--- config.mk ---
export PLATFORM = sky130hd
export DESIGN_NAME = syn_fgyrus_but_sched
export DESIGN_NICKNAME = d
export VERILOG_FILES = /design/src/rtl/syn_fgyrus_pkg.sv /design/src/rtl/syn_fgyrus_bfly_addr_gen.sv /design/src/rtl/syn_fgyrus_but_sched.sv
export SDC_FILE = /design/constraint.sdc
export NUM_CORES = 1
export LEC_CHECK = 0
export BUFFER_PORTS_ARGS = -buffer_cell sky130_fd_sc_hd__buf_4
export CAP_MARGIN = 0
export CORE_ASPECT_RATIO = 1.5
export CORE_UTILIZATION = 35
export DETAILED_ROUTE_END_ITERATION = 10
export GPL_ROUTABILITY_DRIVEN = 0
export PLACE_DENSITY = 0.62
export SLEW_MARGIN = 30
export SYNTH_ARGS = -nofsm -noshare
export SYNTH_HDL_FRONTEND = slang
export SYNTH_SLANG_ARGS = --single-unit
export TNS_END_PERCENT = 5
--- constraint.sdc ---
create_clock -name clk_ir -period 10.7 [get_ports clk_ir]
set_clock_uncertainty 0.15 [all_clocks]
set_input_delay 2.14 -clock clk_ir [delete_from_list [all_inputs] [get_ports clk_ir]]
set_output_delay 2.14 -clock clk_ir [all_outputs]
set_load 0.02 [all_outputs]
--- src/rtl/syn_fgyrus_pkg.sv ---
// Shared types for the Fusiform Gyrus FFT butterfly scheduler.
package syn_fgyrus_pkg;

    localparam int unsigned FFT_N_W   = 8;
    localparam int unsigned FFT_STG_W = $clog2(FFT_N_W);

    typedef enum logic [1:0] {
        IDLE,
        ISSUE,
        DRAIN,
        DONE
    } fsm_state_e;

    typedef struct packed {
        logic [FFT_N_W-1:0]   addr_a;
        logic [FFT_N_W-1:0]   addr_b;
        logic [FFT_N_W-2:0]   twdl;
        logic [FFT_STG_W-1:0] stage;
        logic                 last;
    } bfly_desc_t;

endpackage

--- src/rtl/syn_fgyrus_bfly_addr_gen.sv ---
// Registered map from (stage, butterfly index) to cache A/B addresses and twiddle index.
module syn_fgyrus_bfly_addr_gen
    import syn_fgyrus_pkg::*;
(
    input  logic                 clk_ir,
    input  logic                 clr,
    input  logic                 ld,
    input  logic [FFT_STG_W-1:0] stage,
    input  logic [FFT_N_W-2:0]   k,
    output bfly_desc_t           desc
);

    localparam int unsigned W    = FFT_N_W;
    localparam int unsigned SW   = FFT_STG_W;
    localparam int unsigned SW1  = FFT_STG_W + 1;
    localparam int unsigned TW_W = FFT_N_W - 1;

    logic [W-1:0]   k_ext;
    logic [W-1:0]   span;
    logic [W-1:0]   grp;
    logic [W-1:0]   pos;
    logic [W-1:0]   addr_a_c;
    logic [SW1-1:0] sh_a;
    logic [SW-1:0]  sh_tw;
    bfly_desc_t     desc_c;

    // Group/position split of k, then spread groups apart by twice the span.
    always_comb begin
        k_ext    = W'(k);
        span     = W'(1) << stage;
        grp      = k_ext >> stage;
        pos      = k_ext & (span - W'(1));
        sh_a     = SW1'(stage) + SW1'(1);
        sh_tw    = SW'(W - 1) - stage;
        addr_a_c = (grp << sh_a) | pos;

        desc_c        = '0;
        desc_c.addr_a = addr_a_c;
        desc_c.addr_b = addr_a_c + span;
        desc_c.twdl   = TW_W'(pos << sh_tw);
        desc_c.stage  = stage;
        desc_c.last   = &k;
    end

    always_ff @(posedge clk_ir) begin
        if (clr) begin
            desc <= '0;
        end else if (ld) begin
            desc <= desc_c;
        end
    end

endmodule

--- src/rtl/syn_fgyrus_but_sched.sv ---
// Butterfly scheduler: sequences FFT stages/butterflies over a valid/ready link
// and holds each stage boundary until all in-flight write-backs have landed.
module syn_fgyrus_but_sched
    import syn_fgyrus_pkg::*;
#(
    parameter int unsigned NUM_SAMPLES_W = FFT_N_W,
    parameter int unsigned MAX_OUTSTD    = 8
) (
    input  logic                             clk_ir,
    input  logic                             rst_sync,
    input  logic                             start_i,
    input  logic                             abort_i,
    output logic                             busy_o,
    output logic                             done_o,
    output logic                             bfly_valid_o,
    input  logic                             bfly_rdy_i,
    output logic [NUM_SAMPLES_W-1:0]         addr_a_o,
    output logic [NUM_SAMPLES_W-1:0]         addr_b_o,
    output logic [NUM_SAMPLES_W-2:0]         twdl_addr_o,
    output logic [$clog2(NUM_SAMPLES_W)-1:0] stage_o,
    output logic                             last_o,
    input  logic                             wb_ack_i,
    output logic                             err_o
);

    localparam int unsigned STG_W = $clog2(NUM_SAMPLES_W);
    localparam int unsigned K_W   = NUM_SAMPLES_W - 1;
    localparam int unsigned OST_W = $clog2(MAX_OUTSTD) + 1;
    localparam logic [STG_W-1:0] LAST_STAGE = STG_W'(NUM_SAMPLES_W - 1);
    localparam logic [OST_W-1:0] OST_MAX    = OST_W'(MAX_OUTSTD);

    fsm_state_e        state_q, state_n;
    logic [STG_W-1:0]  stage_q, stage_n;
    logic [K_W-1:0]    k_q, k_n;
    logic [OST_W-1:0]  ost_q, ost_n;
    logic              valid_q, valid_n;
    logic              busy_q, busy_n;
    logic              done_q, done_n;
    logic              err_q, err_n;
    logic              hs;
    logic              ack_ok;
    logic              ld;
    bfly_desc_t        desc;

    syn_fgyrus_bfly_addr_gen u_addr_gen (
        .clk_ir (clk_ir),
        .clr    (rst_sync | abort_i),
        .ld     (ld),
        .stage  (stage_n),
        .k      (k_n),
        .desc   (desc)
    );

    // Next-state, issue gating and in-flight accounting.
    always_comb begin
        state_n = state_q;
        stage_n = stage_q;
        k_n     = k_q;
        valid_n = valid_q;
        ld      = 1'b0;
        hs      = valid_q & bfly_rdy_i;
        ack_ok  = wb_ack_i && (ost_q != '0);
        err_n   = wb_ack_i && (ost_q == '0);
        ost_n   = ost_q + OST_W'(hs) - OST_W'(ack_ok);

        unique case (state_q)
            IDLE: begin
                if (start_i) begin
                    state_n = ISSUE;
                    stage_n = '0;
                    k_n     = '0;
                    ld      = 1'b1;
                    valid_n = 1'b1;
                end
            end
            ISSUE: begin
                if (hs) begin
                    if (&k_q) begin
                        state_n = DRAIN;
                        valid_n = 1'b0;
                    end else begin
                        k_n     = k_q + K_W'(1);
                        ld      = 1'b1;
                        valid_n = (ost_n < OST_MAX);
                    end
                end else if (!valid_q) begin
                    valid_n = (ost_n < OST_MAX);
                end
            end
            DRAIN: begin
                if (ost_q == '0) begin
                    if (stage_q == LAST_STAGE) begin
                        state_n = DONE;
                    end else begin
                        state_n = ISSUE;
                        stage_n = stage_q + STG_W'(1);
                        k_n     = '0;
                        ld      = 1'b1;
                        valid_n = 1'b1;
                    end
                end
            end
            DONE: begin
                state_n = IDLE;
            end
            default: begin
                state_n = IDLE;
            end
        endcase

        // Abort wins over everything issued or accepted this cycle.
        if (abort_i) begin
            state_n = IDLE;
            stage_n = '0;
            k_n     = '0;
            valid_n = 1'b0;
            ost_n   = '0;
            err_n   = 1'b0;
            ld      = 1'b0;
        end

        busy_n = (state_n == ISSUE) || (state_n == DRAIN);
        done_n = (state_n == DONE);
    end

    always_ff @(posedge clk_ir) begin
        if (rst_sync) begin
            state_q <= IDLE;
            stage_q <= '0;
            k_q     <= '0;
            ost_q   <= '0;
            valid_q <= 1'b0;
            busy_q  <= 1'b0;
            done_q  <= 1'b0;
            err_q   <= 1'b0;
        end else begin
            state_q <= state_n;
            stage_q <= stage_n;
            k_q     <= k_n;
            ost_q   <= ost_n;
            valid_q <= valid_n;
            busy_q  <= busy_n;
            done_q  <= done_n;
            err_q   <= err_n;
        end
    end

    assign busy_o       = busy_q;
    assign done_o       = done_q;
    assign err_o        = err_q;
    assign bfly_valid_o = valid_q;
    assign addr_a_o     = desc.addr_a;
    assign addr_b_o     = desc.addr_b;
    assign twdl_addr_o  = desc.twdl;
    assign stage_o      = desc.stage;
    assign last_o       = desc.last;

endmodule

## Word-level counts from Yosys, hierarchy flattened

Cells that the tools add are included.

- Flip-flop bits (word level): 47
- Input port bits: 6

- Add/sub/neg operators: 8
- Magnitude comparators: 1
- Equal/unequal tests: 10
- Shifts and indexed selects: 4
- Muxes and demuxes: 33
- Bitwise logic cells: 4
- Reductions and logical operators: 11

Operator list:

| kind | count |
|---|---|
| 2-to-1 mux 7 bit | 6 |
| one-hot mux 7 bit (3 select lines) | 1 |
| AND reduction 7 bit | 2 |
| 2-to-1 mux 1 bit | 12 |
| 2-to-1 mux 2 bit | 6 |
| 2-to-1 mux 3 bit | 4 |
| adder 8 bit | 1 |
| bitwise AND 7 x 8 -> 8 bit | 1 |
| == test 2 bit (second input constant) | 4 |
| OR 8 bit | 1 |
| one-hot mux 2 bit (4 select lines) | 1 |
| << shifter 1 x 3 -> 8 bit (first input constant) | 1 |
| << shifter 8 x 3 -> 7 bit | 1 |
| << shifter 8 x 4 -> 8 bit | 1 |
| >> shifter 7 x 3 -> 8 bit | 1 |
| subtractor 8 x 1 -> 8 bit (second input constant) | 1 |
| adder 7 x 1 -> 7 bit (second input constant) | 1 |
| inequality test 2 bit (second input constant) | 3 |
| one-hot mux 1 bit (3 select lines) | 2 |
| one-hot mux 3 bit (2 select lines) | 1 |
| adder 3 x 1 -> 4 bit (second input constant) | 1 |
| adder 4 x 1 -> 4 bit | 1 |
| == test 2 x 1 -> 1 bit (second input constant) | 2 |
| logical NOT 4 bit | 1 |
| other kinds (14) | 15 |

## Longest topological paths before layout

Gate-level depths: netlist (run 1).

- Depth in word-level cells: 10
- Depth in mapped cells: 23
- Mapped depth without buffers: 21

## Hierarchy

Synthesis (run 1) repeated with hierarchy kept, for this count alone.

- Cell total of the unflattened synthesis: 416
- Area total of the unflattened synthesis: 3,348.2 um2

Modules (own cells, without submodules):

| module | times used | cells each | area each (um2) |
|---|---|---|---|
| syn_fgyrus_bfly_addr_gen | 1 | 261 | 2,072.0 |
| syn_fgyrus_but_sched | 1 | 155 | 1,276.2 |

## Worst setup path after synthesis (run 1)

Ideal clock, no wire load.

- Path kind: input to register
- From: input abort_i
- To: register u_addr_gen.desc[18] (netlist name)
- Setup time: 132 ps
- Arrival time: 5,731 ps
- Slack: 4,687 ps
- Stages: 19
- Cell sequence: clkbuf_1 -> clkinv_1 -> o31ai_4 -> clkbuf_1 -> ha_1 -> nand2_1 -> ha_1 -> nor3_1 -> a21oi_1 -> inv_1 -> ha_1 -> a21o_1 -> a21oi_1 -> nor2b_1 -> o21a_1 -> o41ai_1 -> xnor2_1 -> xnor2_1 -> a21oi_1

- Longest elaborated chain between the ends: 6

RTL lines:

| element | line | source |
|---|---|---|
| start, declared | syn_fgyrus_but_sched.sv:12 | `input logic abort_i,` |
| 2-to-1 mux 3 bit | syn_fgyrus_but_sched.sv:112 | `if (abort_i) begin` |
| << shifter 1 x 3 -> 8 bit | syn_fgyrus_bfly_addr_gen.sv:30 | `span = W'(1) << stage;` |
| subtractor 8 x 1 -> 8 bit | syn_fgyrus_bfly_addr_gen.sv:32 | `pos = k_ext & (span - W'(1));` |
| bitwise AND 7 x 8 -> 8 bit | syn_fgyrus_bfly_addr_gen.sv:32 |  |
| OR 8 bit * | syn_fgyrus_bfly_addr_gen.sv:35 | `addr_a_c = (grp << sh_a) \| pos;` |
| named net u_addr_gen.addr_a_c[1] | syn_fgyrus_bfly_addr_gen.sv:22 | `logic [W-1:0] addr_a_c;` |
| adder 8 bit * | syn_fgyrus_bfly_addr_gen.sv:39 | `desc_c.addr_b = addr_a_c + span;` |

The timed path passes the listed nets; every way through them passes the cells marked *.
A chain may end at the register's enable or synchronous reset.

## Final worst setup path (run 1)

- From: input start_i
- To: register u_addr_gen.desc[18] (netlist name)

- Longest elaborated chain between the ends: 8

RTL lines:

| element | line | source |
|---|---|---|
| start, declared | syn_fgyrus_but_sched.sv:11 | `input logic start_i,` |
| 2-to-1 mux 3 bit | syn_fgyrus_but_sched.sv:68 | `if (start_i) begin` |
| one-hot mux 3 bit (2 select lines) | syn_fgyrus_but_sched.sv:66 | `unique case (state_q)` |
| 2-to-1 mux 3 bit | syn_fgyrus_but_sched.sv:112 |  |
| << shifter 1 x 3 -> 8 bit | syn_fgyrus_bfly_addr_gen.sv:30 |  |
| subtractor 8 x 1 -> 8 bit | syn_fgyrus_bfly_addr_gen.sv:32 |  |
| bitwise AND 7 x 8 -> 8 bit | syn_fgyrus_bfly_addr_gen.sv:32 |  |
| OR 8 bit * | syn_fgyrus_bfly_addr_gen.sv:35 |  |
| named net u_addr_gen.addr_a_c[1] | syn_fgyrus_bfly_addr_gen.sv:22 |  |
| adder 8 bit * | syn_fgyrus_bfly_addr_gen.sv:39 |  |

Marks and branches as above.

==> summary.txt, run 1 <==
status = finished, final reports clean
CP peak stage delay = 0.61 ns
largest net degree at the start of global routing = 32
Hold WC Path Type = reg -> reg
Yosys reg bits = 47
syn_nets = 486
clock power share = 40.8%
CTS root buf = clkbuf_16
H-tree lvl count = 2
Hold WS = 0.306 ns
Worst-path clk slew = 0.07 ns
share of layout cells above drive strength 1 = 13.6%
Worst setup EP type = register
Cells after Synth = 456
critical path arrival = 6.54 ns
Sw Share = 29.2%
critical path startpoint category = input port
clock tree sinks = 47
final instance area = 3950 sq um
Final Critical Period = 6.51 ns
starting density of the core = 36.0%
per-cell routed wire length = 17.5 um
MaxCap Viol Count = 0
vias per inst = 5.95
Place WS = 3.95 ns
layout net count = 506
fin. max-slew vios = 0
hold_buf cts = 0
Core Util, Final = 41.0%
area grow syn2layout = 13.8%
Fin Setup TNS = 0 ns
DRC Markers = 0
# fillers = 980
setup slack after layout = 4.19 ns
critical path type = in -> reg
dpl hpwl = 7.79 mm
Die Wd = 83.3 um
cell chain of the critical path = buf_4, nor2_1, o21a_1, o31ai_4, inv_1, ha_1, nand2_1, ha_1, nor3_1, a21oi_1, inv_1, ha_1, a21o_1, a21oi_1, nor2b_1, o21a_1, o41ai_1, xnor2_1, xnor2_1, a21oi_1
Achievable Freq = 154 MHz
Num CTS Buffers = 5
IR Drop Worst-Case VDD = 141 uV
Hold Path Cell Cnt = 2
Power Dens Cells = 116 nW/um^2
worst slew pin tran = 0.820 ns
via count = 3,525
Final Hold Fails = 0
P_int = 0.324 mW
Yosys top cell area share = 27.1%
path depth of the worst reg2reg path = 21
ys async rst share = 0%
critical path required time = 10.73 ns
mapped cell area = 3470 sq um
Area contributors post-synth = dfxtp_1 27%, ha_1 7.9%, a21oi_1 6.8%
Antenna Nets Post-Route = 0
Multi-input gate area = 2330 sq um
num rows = 44
register area share after synthesis = 27.1%
Yosys warnings = 0
Worst slew margin = 44.9%
Slowest cell on crit path = o31ai_4
CTS resizes = 0
Die H = 124 um
Seq pwr share = 40.3%
drt first pass iters = 5
Netlist cell types = 71
Non-Filler Instances = 592
Routed WL = 10.4 mm
Synth Flop Type = dfxtp_1
DIE AREA = 10,300 sq um
worst-skew pair later-pin latency = 0.30 ns
# port buffers = 36
Top Ports = 37
core area = 9630 sq um
post-synth top area cell = dfxtp_1
grt total ovfl = 0
worst-case clock buffer depth = 2
Comb power frac = 18.9%
GR Util All Layers = 20.3%
vias in the first global route = 3,326
# Post-CTS Setup Buffers = 0
number of flops mapped to enable cells by yosys = 0
Reg area = 941 sq um
Pwr Total = 0.458 mW
Avg Cell Area, Syn = 7.60 sq um
DR iter-0 viols = 220
first-pass GRT wire length = 16.6 mm
fin crit share = 60.9%
Worst Path Max Fanout = 18
Antenna Cells = 0
initial antenna violation count = 0
placed cell count = 584
net switching power = 0.134 mW
dpl cell area = 3770 sq um
CTS tree = yes
RSZ-0062 raised after global routing = no
Setup violations, final = 0
Leak Pwr = 1.62 nW
==> flip-flops by register name, summed over array words and instances (netlist names) <==
register	flops
u_addr_gen.desc	27
state_q	2
ost_q	4
bfly_valid_o	1
k_q	7
err_o	1
busy_o	1
stage_q	3
done_o	1
==> metal layers <==
layer,vias to the layer above,wire length (um),GRT usage (%)
met2,141,5550,39.0
li1,1695,-,-
met4,0,367,10.9
met5,-,0,0
met1,1655,3960,21.2
met3,34,483,2.98
==> Yosys cell counts, drive strengths merged (6+ instances only) <==
master / instances
nand2b: 7
clkbuf: 14
xnor2: 7
buf: 11
nor2b: 6
a211oi: 7
ha: 22
nor2: 54
and3: 7
nor4: 6
a21o: 10
nand2: 43
a21oi: 47
and2: 11
nor3: 15
nand3: 12
o21ai: 22
inv: 20
nand4: 8
dfxtp: 47
==> critical path, delay by kind of cell <==
kind,cells,cell delay (ns)
adders and majority gates,3,0.84
and+or+nand+nor,4,0.66
buffers and inverters,3,0.59
AOI/OAI and AO/OA,8,1.97
xor gates and xnor gates,2,0.31
==> final cells by class <==
cell class              count  area share, %
clock buffers               5           3.17
flip-flops and latches     47           23.8
clock inverters             3           1.17
well taps                 115           3.65
multi-input cells         363           58.9
repair buffers             38           7.23
inverters                  21           2.00
==> logic make-up after synthesis <==
family / count (synthesis) / synth area share (%)
compound gates: 137 / 26.6
xor+xnor: 11 / 2.78
fa+ha+maj: 24 / 9.09
buf+inv: 46 / 5.85
flops: 47 / 27.1
mux: 3 / 0.866
simple gates: 188 / 27.7
==> power groups by stage <==
stage	registers (mW)	clock network, mW	logic, mW
6_report	0.185	0.187	0.0865
5_1_grt	0.186	0.196	0.0968
4_1_cts	0.185	0.189	0.0876
3_5_place_dp	0.189	0	0.0868
3_3_place_gp	0.189	0	0.0839
2_1_floorplan	0.190	0	0.0632
==> layout by cell type (no fill, tap or decap), types with 7 or more instances in the layout <==
cell / count
a21o_1: 9
ha_1: 22
and2_1: 10
nand2b_1: 7
dfxtp_1: 47
inv_1: 18
nand4_1: 8
a211oi_1: 7
buf_4: 38
xnor2_1: 7
nor2_1: 52
nor3_1: 15
nand2_1: 43
nand3_1: 12
o21ai_0: 20
a21oi_1: 47
==> path summary, 6_finish.rpt <==
| kind | to | startpoint | slack [ns] |
|---|---|---|---|
| min reg2reg | u_addr_gen.desc[19]$_SDFFE_PP0P_ | u_addr_gen.desc[19]$_SDFFE_PP0P_ | 0.31 |
| max reg2reg | u_addr_gen.desc[18]$_SDFFE_PP0P_ | ost_q[2]$_SDFF_PP0_ | 4.92 |
| max | u_addr_gen.desc[18]$_SDFFE_PP0P_ | start_i | 4.19 |
| min | u_addr_gen.desc[19]$_SDFFE_PP0P_ | u_addr_gen.desc[19]$_SDFFE_PP0P_ | 0.31 |
Power figures use the tool's default switching activity.
==> run 2, diff against run 1 <==
- PLACE_DENSITY: 0.62 -> 0.64
- clock period: 10.7 -> 5.3 ns (I/O delays scaled with it)
==> summary.txt, run 2 (synthesis results as in run 1) <==
status = complete, but fails checks
violated checks = DRC
worst-case clock buffer depth = 2
DRC Markers = 1
M1 WL = 4.03 mm
met3 WL post-DR = 577 um
Largest regs = u_addr_gen.desc (27), k_q (7), ost_q (4)
critical path type = in -> reg
Largest Register = u_addr_gen.desc
via count = 3,590
grt total ovfl = 0
H-tree lvl count = 2
crit path from = start_i
drt first pass iters = 10
starting density of the core = 36.0%
num rows = 44
path depth of the worst reg2reg path = 20
per-cell routed wire length = 17.2 um
worst flop-to-flop path startpoint = ost_q[2]$_SDFF_PP0_
worst slew pin tran = 0.696 ns
Pwr Total = 0.889 mW
setup slack, reg-to-reg = 0.52 ns
Die Wd = 83.3 um
GR Util All Layers = 20.3%
clock tree sinks = 47
RSZ-0062 raised after global routing = no
MaxCap Viol Count = 0
layout net count = 518
Top Ports = 37
hold_buf cts = 0
DR iter-0 viols = 279
critical path arrival = 4.85 ns
dpl hpwl = 7.92 mm
core area = 9630 sq um
Final Hold Fails = 0
largest net degree at the start of global routing = 32
Reg area = 941 sq um
Final Critical Period = 4.84 ns
Achievable Freq = 207 MHz
Leak Pwr = 1.67 nW
critical path required time = 5.31 ns
Multi-input gate area = 2330 sq um
CTS tree = yes
CTS root buf = clkbuf_16
first-pass GRT wire length = 16.8 mm
Num CTS Buffers = 5
Setup violations, final = 0
worst-skew pair later-pin latency = 0.29 ns
Worst Path Max Fanout = 14
share of layout cells above drive strength 1 = 16.0%
wire length on met2 = 5.27 mm
max reg flops = 27
# Post-CTS Setup Buffers = 0
commonest cells after routing, fill and taps aside = 52 x nor2_1, 50 x buf_4, 47 x a21oi_1, 47 x dfxtp_1, 43 x nand2_1
placed cell count = 596
most common cell after layout, fill and taps aside = nor2_1
area grow syn2layout = 16.2%
CTS resizes = 0
# port buffers = 36
Worst setup EP type = register
Reg-to-Reg End = u_addr_gen.desc[18]$_SDFFE_PP0P_
Critical Path Sink = u_addr_gen.desc[18]$_SDFFE_PP0P_
Power Dens Cells = 221 nW/um^2
Non-Filler Instances = 604
DIE AREA = 10,300 sq um
vias in the first global route = 3,405
Worst-path clk slew = 0.07 ns
Max Used Layer = met4
Routed WL = 10.4 mm
Worst slew margin = 53.4%
# fillers = 968
initial antenna violation count = 0
Hold WC Path Type = reg -> reg
Antenna Cells = 0
critical path startpoint category = input port
Fin Setup TNS = 0 ns
vias per inst = 5.94
IR Drop Worst-Case VDD = 190 uV
Die H = 124 um
fin crit share = 91.3%
fin. max-slew vios = 0
Antenna Nets Post-Route = 0
==> run 2: how the worst min path moves through the flow <==
stage / endpoint / cells past startpoint / start
finish: u_addr_gen.desc[14]$_SDFFE_PP0P_ / 2 / u_addr_gen.desc[14]$_SDFFE_PP0P_
global route: u_addr_gen.desc[5]$_SDFFE_PP0P_ / 2 / u_addr_gen.desc[5]$_SDFFE_PP0P_
CTS: u_addr_gen.desc[3]$_SDFFE_PP0P_ / 2 / u_addr_gen.desc[3]$_SDFFE_PP0P_
detailed placement: u_addr_gen.desc[16]$_SDFFE_PP0P_ / 2 / u_addr_gen.desc[16]$_SDFFE_PP0P_
global placement: u_addr_gen.desc[15]$_SDFFE_PP0P_ / 2 / u_addr_gen.desc[15]$_SDFFE_PP0P_
floorplan: u_addr_gen.desc[5]$_SDFFE_PP0P_ / 2 / u_addr_gen.desc[5]$_SDFFE_PP0P_
==> run 2: per-layer routing <==
layer / GRT usage (%) / vias up
met5: 0 / -
met4: 12.4 / 0
met3: 3.31 / 46
met2: 37.1 / 182
met1: 22.1 / 1643
li1: - / 1719
==> run 2: through the flow <==
step	util, %	instance area, sq um	setup slack [ns]	hold WS, ns
floorplan	-	3470	0.367	0.378
global placement	40.1	3860	0.236	0.292
detailed placement	40.2	3870	0.181	0.297
CTS	41.8	4030	0.481	0.309
global route	41.8	4030	0.194	0.329
finish	41.8	4030	0.463	0.303
==> run 2: critical path, cell delays in order <==
cell	delay [ns]
buf_4	0.10
or3b_4	0.42
o311ai_4	0.13
a21o_2	0.37
ha_1	0.29
nand2_1	0.13
ha_1	0.33
nor3_1	0.27
a21oi_1	0.11
inv_1	0.07
ha_1	0.22
a21o_1	0.17
a21oi_1	0.21
nor2b_1	0.08
o21a_1	0.19
o41ai_1	0.31
xnor2_1	0.18
xnor2_1	0.13
a21oi_1	0.08
==> run 2: power breakdown <==
group / internal, mW / switching, mW
registers: 0.365 / 0.00879
logic: 0.0713 / 0.111
clock network: 0.189 / 0.145
total: 0.625 / 0.265
==> run 2: area by class of cell <==
cell class                 count  share of cell area, %
clock buffer                   6                   3.45
clock inverter                 2                  0.404
inverter                      21                   1.96
multi-input combinational    363                   57.9
sequential                    47                   23.4
tap                          115                   3.57
timing repair buffer          50                   9.32
